--- src/rtl/pb_debouncer_multi_if.sv ---
// Button bundle between board pins and the multi-channel debouncer.
// The master drives the raw pins; the slave (debouncer) returns conditioned events.
interface pb_debouncer_multi_if #(
    parameter int unsigned N_CH = 4
);
    logic [N_CH-1:0] pb;
    logic [N_CH-1:0] pressed_status;
    logic [N_CH-1:0] pressed_pulse;
    logic [N_CH-1:0] released_pulse;
    logic [N_CH-1:0] long_pulse;
    logic [N_CH-1:0] repeat_pulse;

    modport master (
        output pb,
        input  pressed_status,
        input  pressed_pulse,
        input  released_pulse,
        input  long_pulse,
        input  repeat_pulse
    );

    modport slave (
        input  pb,
        output pressed_status,
        output pressed_pulse,
        output released_pulse,
        output long_pulse,
        output repeat_pulse
    );
endinterface

--- src/rtl/pb_debouncer_multi.sv ---
// Multi-channel push-button conditioner: 2-flop sync, per-channel debounce, press/release,
// long-press and auto-repeat pulses. Channels share nothing but clk/rst.
module pb_debouncer_multi #(
    parameter int unsigned N_CH          = 4,
    parameter int unsigned DELAY         = 15,
    parameter int unsigned LONG_DELAY    = 1000,
    parameter int unsigned REPEAT_PERIOD = 200
) (
    input logic                     clk,
    input logic                     rst,
    pb_debouncer_multi_if.slave     btn_io
);
    localparam int unsigned CntW  = $clog2(DELAY);
    localparam int unsigned HoldW = $clog2(LONG_DELAY + 1);

    localparam logic [CntW-1:0]  CntLast  = CntW'(DELAY - 1);
    localparam logic [HoldW-1:0] HoldMax  = HoldW'(LONG_DELAY);
    localparam logic [HoldW-1:0] HoldLast = HoldW'(LONG_DELAY - 1);

    logic [N_CH-1:0] status_vec;
    logic [N_CH-1:0] press_vec;
    logic [N_CH-1:0] release_vec;
    logic [N_CH-1:0] long_vec;
    logic [N_CH-1:0] rpt_vec;

    for (genvar g = 0; g < N_CH; g++) begin : g_ch
        logic             sync_aux_q, sync_q;
        logic             status_q, status_d;
        logic [CntW-1:0]  cnt_q, cnt_d;
        logic [HoldW-1:0] hold_q, hold_d;
        logic             accept, rise, fall;
        logic             press_q, release_q;
        logic             long_q, long_d;

        always_comb begin
            accept   = (sync_q != status_q) && (cnt_q == CntLast);
            rise     = accept && !status_q;
            fall     = accept && status_q;
            status_d = status_q ^ accept;
            if ((sync_q == status_q) || accept) begin
                cnt_d = '0;
            end else begin
                cnt_d = cnt_q + 1'b1;
            end
        end

        // Hold counter saturates so long_pulse fires once per press.
        always_comb begin
            hold_d = hold_q;
            long_d = 1'b0;
            if (!status_q || fall) begin
                hold_d = '0;
            end else if (hold_q != HoldMax) begin
                hold_d = hold_q + 1'b1;
                long_d = (hold_q == HoldLast);
            end
        end

        always_ff @(posedge clk) begin
            if (rst) begin
                sync_aux_q <= 1'b0;
                sync_q     <= 1'b0;
                status_q   <= 1'b0;
                cnt_q      <= '0;
                hold_q     <= '0;
                press_q    <= 1'b0;
                release_q  <= 1'b0;
                long_q     <= 1'b0;
            end else begin
                sync_aux_q <= btn_io.pb[g];
                sync_q     <= sync_aux_q;
                status_q   <= status_d;
                cnt_q      <= cnt_d;
                hold_q     <= hold_d;
                press_q    <= rise;
                release_q  <= fall;
                long_q     <= long_d;
            end
        end

        assign status_vec[g]  = status_q;
        assign press_vec[g]   = press_q;
        assign release_vec[g] = release_q;
        assign long_vec[g]    = long_q;

        if (REPEAT_PERIOD > 0) begin : g_rpt
            localparam int unsigned RepW = $clog2(REPEAT_PERIOD + 1);
            localparam logic [RepW-1:0] RepLast = RepW'(REPEAT_PERIOD - 1);

            logic [RepW-1:0] rep_q, rep_d;
            logic            rpt_q, rpt_d;

            // First repeat coincides with long_pulse, then one per period while held.
            always_comb begin
                rep_d = rep_q;
                rpt_d = 1'b0;
                if (!status_q || fall) begin
                    rep_d = '0;
                end else if (long_d) begin
                    rpt_d = 1'b1;
                    rep_d = '0;
                end else if (hold_q == HoldMax) begin
                    if (rep_q == RepLast) begin
                        rpt_d = 1'b1;
                        rep_d = '0;
                    end else begin
                        rep_d = rep_q + 1'b1;
                    end
                end
            end

            always_ff @(posedge clk) begin
                if (rst) begin
                    rep_q <= '0;
                    rpt_q <= 1'b0;
                end else begin
                    rep_q <= rep_d;
                    rpt_q <= rpt_d;
                end
            end

            assign rpt_vec[g] = rpt_q;
        end else begin : g_no_rpt
            assign rpt_vec[g] = 1'b0;
        end
    end

    assign btn_io.pressed_status = status_vec;
    assign btn_io.pressed_pulse  = press_vec;
    assign btn_io.released_pulse = release_vec;
    assign btn_io.long_pulse     = long_vec;
    assign btn_io.repeat_pulse   = rpt_vec;

endmodule

--- src/flat_wrapper.sv ---
// flat-port wrapper written by rule: the top's interface ports become plain ports
module pb_debouncer_multi_flat 
#(
    parameter int unsigned N_CH          = 4,
    parameter int unsigned DELAY         = 15,
    parameter int unsigned LONG_DELAY    = 1000,
    parameter int unsigned REPEAT_PERIOD = 200
)
  (clk, rst, btn_io_pb, btn_io_pressed_status, btn_io_pressed_pulse, btn_io_released_pulse, btn_io_long_pulse, btn_io_repeat_pulse);
  pb_debouncer_multi_if #(.N_CH(N_CH)) btn_io_i ();
  input logic clk;
  input logic rst;
  input wire logic [$bits(btn_io_i.pb)-1:0] btn_io_pb;
  output wire logic [$bits(btn_io_i.pressed_status)-1:0] btn_io_pressed_status;
  output wire logic [$bits(btn_io_i.pressed_pulse)-1:0] btn_io_pressed_pulse;
  output wire logic [$bits(btn_io_i.released_pulse)-1:0] btn_io_released_pulse;
  output wire logic [$bits(btn_io_i.long_pulse)-1:0] btn_io_long_pulse;
  output wire logic [$bits(btn_io_i.repeat_pulse)-1:0] btn_io_repeat_pulse;
  assign btn_io_i.pb = btn_io_pb;
  assign btn_io_pressed_status = btn_io_i.pressed_status;
  assign btn_io_pressed_pulse = btn_io_i.pressed_pulse;
  assign btn_io_released_pulse = btn_io_i.released_pulse;
  assign btn_io_long_pulse = btn_io_i.long_pulse;
  assign btn_io_repeat_pulse = btn_io_i.repeat_pulse;
  pb_debouncer_multi #(.N_CH(N_CH), .DELAY(DELAY), .LONG_DELAY(LONG_DELAY), .REPEAT_PERIOD(REPEAT_PERIOD)) u_core (.clk(clk), .rst(rst), .btn_io(btn_io_i));
endmodule
--- config.mk ---
export PLATFORM = sky130hd
export DESIGN_NAME = pb_debouncer_multi_flat
export DESIGN_NICKNAME = d
export VERILOG_FILES = /design/src/rtl/pb_debouncer_multi_if.sv /design/src/rtl/pb_debouncer_multi.sv /design/src/flat_wrapper.sv
export SDC_FILE = /design/constraint.sdc
export NUM_CORES = 1
export LEC_CHECK = 0
export ABC_AREA = 1
export CAP_MARGIN = 20
export CORE_MARGIN = 3
export CORE_UTILIZATION = 45
export DETAILED_ROUTE_END_ITERATION = 16
export GPL_TIMING_DRIVEN = 0
export PLACE_DENSITY_LB_ADDON = 0.05
export SYNTH_ARGS = -nofsm -noshare
export SYNTH_HDL_FRONTEND = slang
export SYNTH_SLANG_ARGS = --single-unit
export TNS_END_PERCENT = 5
--- constraint.sdc ---
create_clock -name clk -period 1.6 [get_ports clk]
set_input_delay 0.32 -clock clk [delete_from_list [all_inputs] [get_ports clk]]
set_output_delay 0.32 -clock clk [all_outputs]
set_load 0.05 [all_outputs]
==> impl_metrics.py, run 1 <==
metrics = {
    "floorplan": {
        "start_util_pct": 46.3,
        "die_x_um": 117,
        "die_h_um": 117,
        "num_rows": 40,
        "pin_count": 26,
        "core_um2": 12100,
        "dieArea_um2": 13800,
    },
    "worst_setup_path": {
        "crit_buf_inv": 2,
        "cpLargestDelayFamily": "buffers and inverters",
        "path_cells": "buf_4 > clkdlybuf4s15_2",
        "path_class": "reg -> out",
        "r2r-end": "u_core.g_ch[3].g_rpt.rep_q[7]",
        "reg2reg_slack_ns": 0.14,
        "crit_cells": 2,
        "max_stage_delay_ns": 0.36,
        "reg2reg_from": "u_core.g_ch[3].cnt_q[0]",
        "cp-startpoint": "u_core.g_ch[0].long_q",
        "crit_path_end_kind": "primary output",
        "worstPathMaxFanout": 1,
        "rr_worst_depth": 10,
        "cp-start-kind": "flip-flop",
        "cp.arrival_ns": 1.21,
        "required_ns": 1.28,
        "cp_slowest_cell": "clkdlybuf4s15_2",
    },
    "routing": {
        "vias": 4737,
        "drt_pass1_iterations": 4,
        "routed_wl_um": 11100,
        "viasPerCell": 4.73,
        "wl_per_cell_um": 11.1,
        "drc_errors": 0,
        "drtAntennaViolNets": 0,
        "drtIter0Drc": 200,
    },
    "min_path": {
        "holdPathStages": 2,
        "holdPathEnd": "u_core.g_ch[0].sync_q",
        "hp-class": "reg -> reg",
        "min_from": "u_core.g_ch[0].sync_aux_q",
    },
    "clocking": {
        "path_clk_slew_ns": 0.05,
        "root_buffer": "clkbuf_16",
        "cts.path.max_buffers": 2,
        "ctsHoldBuffers": 0,
        "numCtsBuffers": 17,
        "tritoncts": "done",
        "worst_skew_pair.late_latency_ns": 0.41,
        "h-tree-depth": 4,
        "cts.sinks": 116,
    },
    "global_route": {
        "grt.total_usage_pct": 16.8,
        "grt_max_degree": 17,
        "grt_pass1_wl_um": 19300,
        "overflow": 0,
        "antenna_found_initial": 0,
        "first_global_vias": 4317,
    },
    "power": {
        "max-vdd-ir-drop_uv": 705,
        "leakage_nw": 2.65,
        "powerDensity_nw_per_um2": 1010,
    },
    "logic_synthesis": {
        "synth_area_um2": 5590,
        "synth.area.top_cells": "dfxtp_1, nand2_1, nor2_1, inv_1, a21oi_1",
        "async_flop_share_pct": 0,
        "synthMuxAreaShare_pct": 0,
        "synth_compound_area_share_pct": 9.79,
        "syn_inst": 773,
        "synth-edff-count": 0,
        "synth_top_area_share_pct": 41.6,
        "synth_top_family_by_area": "simple AND/OR/NAND/NOR gates",
        "ys_ff_latch": 116,
        "ys_warn_count": 0,
        "synth_top_flop_cell": "dfxtp_1",
        "synth_xor_area_share_pct": 1.72,
        "syn_nets": 799,
        "ys_seq_area_share_pct": 41.6,
        "synth_top_area_cell": "dfxtp_1",
        "yosys.area_share.simple_pct": 32.3,
        "synthAdderAreaFrac_pct": 4.48,
        "synth.distinct_cells": 37,
        "synth_area_per_cell_um2": 7.23,
    },
    "final_layout": {
        "final_nets": 846,
        "area_growth_syn_to_layout_pct": 19.7,
        "final_cell_mix": "nand2_1, dfxtp_1, nor2_1, inv_1, a21oi_1",
        "layout_commonest_cell": "nand2_1",
        "fillers": 1173,
        "final_core_util_pct": 55.5,
        "stdcell_count": 1001,
        "final_area_um2": 6690,
        "num_antenna_cells": 0,
        "layout-drive-gt1-share_pct": 15.0,
    },
    "sta": {
        "period_share_pct": 95.6,
        "worstMarginPinSlew_ns": 0.490,
        "finalMaxSlewViolations": 0,
        "finalSetupViolCount": 0,
        "fin_skew_ns": 0.00868,
        "max_freq_ghz": 0.654,
        "hold_viol": 0,
        "relSlewSlack_pct": 67.0,
        "period_needed_ns": 1.53,
    },
    "placement": {
        "io_buffers": 25,
        "gp_congestion": 0.886,
        "dp_hpwl_um": 8010,
        "dp.cells": 966,
        "placed_cell_area_um2": 6050,
    },
    "status": {
        "status": "complete, no violations",
    },
    "job": {
        "maxCapViolations": 0,
    },
}
## metrics by stage
stage / setup slack, ns / hold WS (ns) / setup TNS [ns] / power (mW)
4_1_cts: 0.00973 / 0.399 / 0 / 6.83
3_5_place_dp: -0.520 / 0.392 / -27.32 / 3.02
6_report: 0.0702 / 0.397 / 0 / 6.76
3_3_place_gp: -0.520 / 0.393 / -26.20 / 3.02
5_1_grt: -0.00581 / 0.419 / -0.0106 / 6.96
2_1_floorplan: 0.246 / 0.388 / 0 / 3.00
## power by group
| part | leakage [nW] | internal [mW] | total (mW) | switching (mW) |
|---|---|---|---|---|
| sequential | 0.937 | 2.90 | 2.91 | 0.00868 |
| combinational | 1.41 | 0.0205 | 0.0506 | 0.0301 |
| clock | 0.296 | 2.51 | 3.79 | 1.29 |
| total | 2.65 | 5.43 | 6.76 | 1.33 |
## state kept, by name, indices dropped and copies added (netlist names), named ones only
register / count
u_core.g_ch.sync_q: 4
u_core.g_ch.cnt_q: 16
u_core.g_ch.release_q: 4
u_core.g_ch.g_rpt.rep_q: 32
u_core.g_ch.long_q: 4
u_core.g_ch.g_rpt.rpt_q: 4
u_core.g_ch.sync_aux_q: 4
u_core.g_ch.hold_q: 40
u_core.g_ch.press_q: 4
## repair_timing
action	CTS	global route
endpoints found under the setup margin	43	52
buffers inserted	1	2
pin swaps	0	2
gates resized for setup	56	16
## worst register-to-register path: cells and delay by family, from the launching register on
family	cells	cell delay, ns
adders and majority gates	1	0.20
buffers and inverters	3	0.26
DFF	1	0.35
and+or+nand+nor	6	0.60
## cell usage after synthesis, types with 7 or more instances
library cell / n
nand2_1: 173
dfxtp_1: 116
nor2_1: 112
inv_1: 95
a21oi_1: 61
nand3_1: 51
o21ai_0: 24
buf_4: 22
ha_1: 20
nand4_1: 18
nor3_1: 14
xor2_1: 7
## cells by family after synthesis
family	count (synthesis)
adders and majority gates	20
AOI/OAI and AO/OA	100
DFF	116
and+or+nand+nor	401
xor gates and xnor gates	11
buffers and inverters	125
## routing by layer
layer  GRT usage, %  share of wire (%)  wire, um
met1           22.1                 50      5540
met5              0                  0         0
met3           4.92                3.3       370
met4           6.38                1.1       123
met2           26.2                 46      5110
## how the worst max path moves through the flow
stage	to	slack [ns]
floorplan	u_core.g_ch[3].g_rpt.rep_q[0]	0.25
global placement	u_core.g_ch[0].g_rpt.rep_q[0]	-0.52
detailed placement	u_core.g_ch[0].g_rpt.rep_q[7]	-0.52
CTS	u_core.g_ch[1].g_rpt.rep_q[3]	0.01
global route	u_core.g_ch[3].g_rpt.rep_q[7]	-0.006
finish	btn_io_long_pulse[0]	0.07
## cell type report
class | instances | area, um2 | area share [%]
flip-flops and latches | 116 | 2330 | 34.8
clock inverters | 11 | 133 | 1.98
inverters | 99 | 377 | 5.63
well taps | 168 | 210 | 3.14
clock buffers | 21 | 460 | 6.88
repair buffers | 28 | 239 | 3.57
plain buffers | 26 | 196 | 2.94
multi-input cells | 532 | 2750 | 41.1
Note: power is estimated with default switching activity, not from simulation.
==> run 2, diff against run 1 <==
CORE_UTILIZATION = 60   (was 45)
==> run 2 against run 1 <==
Non-clock buffer count decreased by 1. Cell count is 6.1% lower. Fmax shrank 1.7%. Worst hold slack worse by 0.073 ns. Die area down 24%. Largest power group unchanged. Total power up 2.0%. Critical path depth did not move. Via count up 4.3%. Worst setup slack got worse by 0.026 ns. Sequential power about the same. Critical path type unchanged.
==> impl_metrics.py, run 2 (synthesis results as in run 1) <==
metrics = {
    "clocking": {
        "numCtsBuffers": 17,
        "h-tree-depth": 4,
        "tritoncts": "done",
        "ctsHoldBuffers": 0,
        "root_buffer": "clkbuf_8",
        "worst_skew_pair.late_latency_ns": 0.52,
        "path_clk_slew_ns": 0.05,
        "cts.sinks": 116,
        "cts.path.max_buffers": 2,
    },
    "routing": {
        "vias": 4939,
        "drc_errors": 0,
        "drtIter0Drc": 206,
        "drt_pass1_iterations": 5,
        "routed_wl_um": 11300,
        "viasPerCell": 5.25,
        "drtAntennaViolNets": 0,
        "wl_per_cell_um": 12.1,
    },
    "power": {
        "combinationalPowerShare_pct": 0.7,
        "swShare_pct": 19.7,
        "max-vdd-ir-drop_uv": 729,
        "leakage_nw": 2.63,
        "clkPwrFrac_pct": 57.0,
        "intPower_mw": 5.53,
        "pwr-share-seq_pct": 42.3,
        "powerDensity_nw_per_um2": 1040,
        "power_switching_mw": 1.36,
    },
    "sta": {
        "period_share_pct": 97.3,
        "finalMaxSlewViolations": 0,
        "worstMarginPinSlew_ns": 0.518,
        "period_needed_ns": 1.56,
        "timing.final.ws_setup_ns": 0.0439,
        "fin_skew_ns": 0.0109,
        "relSlewSlack_pct": 65.5,
        "hold_viol": 0,
        "max_freq_ghz": 0.643,
        "finalSetupViolCount": 0,
        "timing.setup.tns_ns": 0,
        "rsz0062_at_grt": "true",
    },
    "worst_setup_path": {
        "max_stage_delay_ns": 0.40,
        "crit_path_end_kind": "primary output",
        "cpLargestDelayFamily": "flip-flops",
        "path_cells": "buf_4 > buf_4",
        "cp_slowest_cell": "dfxtp_2",
        "cp.arrival_ns": 1.24,
        "path_class": "reg -> out",
        "required_ns": 1.28,
        "crit_top_cell": "buf_4",
        "cp-start-kind": "flip-flop",
        "reg2reg_from": "u_core.g_ch[2].g_rpt.rep_q[0]",
        "reg2reg_slack_ns": 0.12,
        "crit_buf_inv": 2,
        "r2r-end": "u_core.g_ch[2].g_rpt.rep_q[6]",
        "rr_worst_depth": 8,
        "worstPathMaxFanout": 7,
    },
    "global_route": {
        "grt_busiest_layer": "met2",
        "first_global_vias": 4661,
        "overflow": 0,
        "grt.total_usage_pct": 23.2,
        "grt_pass1_wl_um": 19500,
        "antenna_found_initial": 0,
        "grt_max_degree": 17,
        "met1_usage_pct": 26.9,
        "grt_util_met3_pct": 5.95,
        "use_met2_pct": 40.7,
    },
    "final_layout": {
        "final_area_um2": 6630,
        "seq_area_um2": 2330,
        "num_antenna_cells": 0,
        "reg_top3": "u_core.g_ch.hold_q: 40 flops, u_core.g_ch.g_rpt.rep_q: 32 flops, u_core.g_ch.cnt_q: 16 flops",
        "final_nets": 845,
        "layout-drive-gt1-share_pct": 15.5,
        "area_growth_syn_to_layout_pct": 18.7,
        "multiInputGateArea_um2": 2760,
        "final_cell_mix": "nand2_1, nor2_1, dfxtp_1, inv_1, a21oi_1",
        "top_register": "u_core.g_ch.hold_q",
        "layout_commonest_cell": "nand2_1",
        "largest_register_ff_count": 40,
        "fillers": 704,
    },
    "floorplan": {
        "pin_count": 26,
        "die_x_um": 103,
        "core_um2": 8890,
        "start_util_pct": 62.8,
        "dieArea_um2": 10500,
        "die_h_um": 103,
        "num_rows": 34,
    },
    "min_path": {
        "min_from": "btn_io_pb[0]",
        "hp-class": "in -> reg",
        "holdPathEnd": "u_core.g_ch[0].sync_aux_q",
        "holdPathStages": 3,
    },
    "placement": {
        "placed_cell_area_um2": 5970,
        "dp_hpwl_um": 7840,
        "io_buffers": 25,
        "gp_congestion": 0.861,
        "place_ws_ns": -0.354,
    },
    "job": {
        "maxCapViolations": 0,
    },
    "status": {
        "status": "complete, no violations",
    },
}
## run 2: cell count changes in the layout (fill, tap and decap cells not counted), moves of 2 or more
cell,before,now
buf_4,42,44
clkinv_2,7,2
clkinv_4,0,3
clkinvlp_4,1,3
dfxtp_1,113,110
dfxtp_2,3,6
## run 2: what timing repair did
| item | in CTS | in global routing |
|---|---|---|
| pin swaps | 0 | 1 |
| gates resized for setup | 93 | 18 |
| setup endpoints to repair | 35 | 46 |
| setup buffers | 2 | 0 |
## run 2: worst max path at each step
stage	start	to	slack, ns	cells past startpoint
after floorplan	u_core.g_ch[3].cnt_q[0]	u_core.g_ch[3].g_rpt.rep_q[0]	0.25	9
after global placement	rst	u_core.g_ch[0].g_rpt.rep_q[6]	-0.35	6
after detailed placement	rst	u_core.g_ch[0].g_rpt.rep_q[7]	-0.35	6
after CTS	flip-flop	btn_io_pressed_status[2]	-0.04	2
after global routing	u_core.g_ch[3].cnt_q[0]	u_core.g_ch[3].hold_q[4]	-0.02	10
final	flip-flop	btn_io_pressed_status[2]	0.04	2
## run 2: routing by layer
metal / up-vias / wire length (um)
met5: - / 0
met4: 0 / 205
met1: 2265 / 4970
li1: 2556 / -
met3: 22 / 441
met2: 96 / 5730
## run 2: worst register-to-register path, stage by stage, from the launching register on
cell,delay [ns]
dfxtp_1,0.41
ha_1,0.26
nand2_1,0.07
inv_1,0.08
nand2_1,0.05
nor2_1,0.18
nand3_1,0.13
nand3_1,0.14
nor2_1,0.05
## run 2: layout make-up
cell class | instances | area share, %
Multi-Input combinational cell | 532 | 41.6
Sequential cell | 116 | 35.1
Clock buffer | 20 | 6.72
Inverter | 99 | 5.64
Timing Repair Buffer | 27 | 3.24
Buffer | 26 | 2.96
Clock inverter | 12 | 2.70
Tap cell | 108 | 2.04
## run 2: power by group through the flow
stage | Combinational [mW] | Clock (mW) | Sequential, mW
2_1_floorplan | 0.0255 | 0 | 2.97
3_3_place_gp | 0.0470 | 0 | 2.97
3_5_place_dp | 0.0485 | 0 | 2.97
4_1_cts | 0.0495 | 3.99 | 2.91
5_1_grt | 0.0574 | 4.11 | 2.91
6_report | 0.0502 | 3.93 | 2.91
## run 2: stage by stage
| stage | cells | hold slack [ns] | power [mW] | util, % |
|---|---|---|---|---|
| final | 940 | 0.325 | 6.89 | 74.6 |
| after global routing | 940 | 0.321 | 7.08 | 74.6 |
| after detailed placement | 906 | 0.400 | 3.02 | 67.2 |
| after CTS | 940 | 0.314 | 6.95 | 74.0 |
| after global placement | 906 | 0.393 | 3.02 | 67.2 |
| after floorplan | 773 | 0.388 | 3.00 | - |
==> run 3, diff against run 2 <==
CORE_UTILIZATION = 46   (was 60)
==> run 3 against run 2 <==
Via count is 3.4% lower. Critical path type unchanged. Final area hardly changed. Clock-buffer cell count is 5 higher. Highest routed layer unchanged. Register-to-register slack better by 0.03 ns. First-iteration DRC count is 18% higher. Largest power group unchanged. Sequential power hardly changed. Sequential share of layout area is 0.062 points lower.
==> impl_metrics.py, run 3 (synthesis results as in run 1) <==
metrics = {
    "sta": {
        "relSlewSlack_pct": 74.1,
        "max_freq_ghz": 0.656,
        "hold_viol": 0,
        "fin_skew_ns": 0.0121,
        "worstMarginPinSlew_ns": 0.385,
        "whs_ns": 0.400,
        "finalMaxSlewViolations": 0,
        "period_needed_ns": 1.52,
        "timing.setup.tns_ns": 0,
        "finalSetupViolCount": 0,
        "period_share_pct": 95.3,
    },
    "routing": {
        "drc_errors": 0,
        "routed_wl_um": 11200,
        "drtIter0Drc": 243,
        "viasPerCell": 4.89,
        "drtAntennaViolNets": 0,
        "vias": 4771,
        "wl_per_cell_um": 11.5,
        "drt_pass1_iterations": 4,
    },
    "worst_setup_path": {
        "crit_path_end_kind": "primary output",
        "path_cells": "buf_4 > buf_2",
        "worstPathMaxFanout": 7,
        "cp.arrival_ns": 1.20,
        "max_stage_delay_ns": 0.41,
        "cp-start-kind": "flip-flop",
        "cp_slowest_cell": "dfxtp_2",
        "path_class": "reg -> out",
        "required_ns": 1.28,
    },
    "final_layout": {
        "layout-drive-gt1-share_pct": 14.8,
        "area_growth_syn_to_layout_pct": 18.7,
        "num_antenna_cells": 0,
        "layout_commonest_cell": "nand2_1",
        "final_cell_mix": "nand2_1, dfxtp_1, nor2_1, inv_1, a21oi_1",
        "largest_register_ff_count": 40,
        "multiInputGateArea_um2": 2760,
        "reg_top3": "u_core.g_ch.hold_q: 40 flops, u_core.g_ch.g_rpt.rep_q: 32 flops, u_core.g_ch.cnt_q: 16 flops",
        "fillers": 1075,
        "final_nets": 848,
        "final_core_util_pct": 56.9,
        "top_register": "u_core.g_ch.hold_q",
        "final_area_um2": 6630,
        "seq_area_um2": 2320,
    },
    "clocking": {
        "tritoncts": "done",
        "numCtsBuffers": 17,
        "worst_skew_pair.late_latency_ns": 0.41,
        "cts.sinks": 116,
        "path_clk_slew_ns": 0.05,
        "root_buffer": "clkbuf_16",
        "cts.path.max_buffers": 2,
        "h-tree-depth": 4,
    },
    "placement": {
        "dp_hpwl_um": 8090,
        "io_buffers": 25,
        "placed_cell_area_um2": 6020,
        "gp_congestion": 0.871,
    },
    "power": {
        "leakage_nw": 2.63,
        "max-vdd-ir-drop_uv": 848,
        "powerDensity_nw_per_um2": 993,
    },
    "job": {
        "maxCapViolations": 0,
    },
    "floorplan": {
        "pin_count": 26,
        "die_x_um": 116,
        "core_um2": 11700,
        "die_h_um": 116,
        "start_util_pct": 47.9,
        "num_rows": 39,
        "dieArea_um2": 13500,
    },
    "global_route": {
        "overflow": 0,
        "first_global_vias": 4466,
        "grt.total_usage_pct": 17.7,
        "antenna_found_initial": 0,
        "grt_pass1_wl_um": 19300,
        "grt_max_degree": 17,
    },
    "status": {
        "status": "complete, no violations",
    },
    "min_path": {
        "hp-class": "reg -> reg",
    },
}
-- run 3: final cells by class --
| type | instances | share of cell area [%] |
|---|---|---|
| tap | 143 | 2.70 |
| sequential | 116 | 35.1 |
| clock inverter | 5 | 1.13 |
| buffer | 26 | 2.98 |
| clock buffer | 25 | 7.32 |
| multi-input combinational | 532 | 41.6 |
| timing repair buffer | 30 | 3.60 |
| inverter | 99 | 5.64 |
-- run 3: repair_timing --
item                       4_1_cts  5_1_grt
resized for setup               56       18
hold buffers                     0        0
setup buffers                    2        3
setup endpoints to repair       31       50
pin swaps                        0        4
-- run 3: per-stage QoR --
stage                     std cells  power, mW  worst slack [ns]
final                           976       6.58            0.0759
after global placement          941       3.02            -0.362
after detailed placement        941       3.02            -0.409
after global routing            976       6.81          -0.00126
after floorplan                 773       3.00             0.246
after CTS                       973       6.66           0.00765
-- run 3: worst max-delay path: cells and delay by family, from the launching register on --
kind / cells / cell delay, ns
flops: 1 / 0.41
buf+inv: 2 / 0.39
-- run 3: worst paths after layout --
check | to | from | slack (ns) | cells past startpoint
worst min register to register | u_core.g_ch[1].sync_q | u_core.g_ch[1].sync_aux_q | 0.40 | 2
worst min-delay path | u_core.g_ch[1].sync_q | u_core.g_ch[1].sync_aux_q | 0.40 | 2
worst max register to register | u_core.g_ch[2].g_rpt.rep_q[6] | u_core.g_ch[2].g_rpt.rep_q[0] | 0.15 | 8
worst max-delay path | btn_io_pressed_status[2] | flip-flop | 0.08 | 2
-- run 3: per-layer routing --
metal  vias up  global-route usage, %  share of wire (%)
met5         -                      0                  0
met1      2138                   22.5                 49
met3        12                   5.70                3.5
met2        58                   28.6                 47
met4         0                   5.80                1.3
li1       2563                      -                  -
-- run 3: power by group --
group	internal (mW)	total, mW	switching, mW
Combinational	0.0211	0.0515	0.0304
Clock	2.39	3.61	1.23
Sequential	2.91	2.92	0.00936
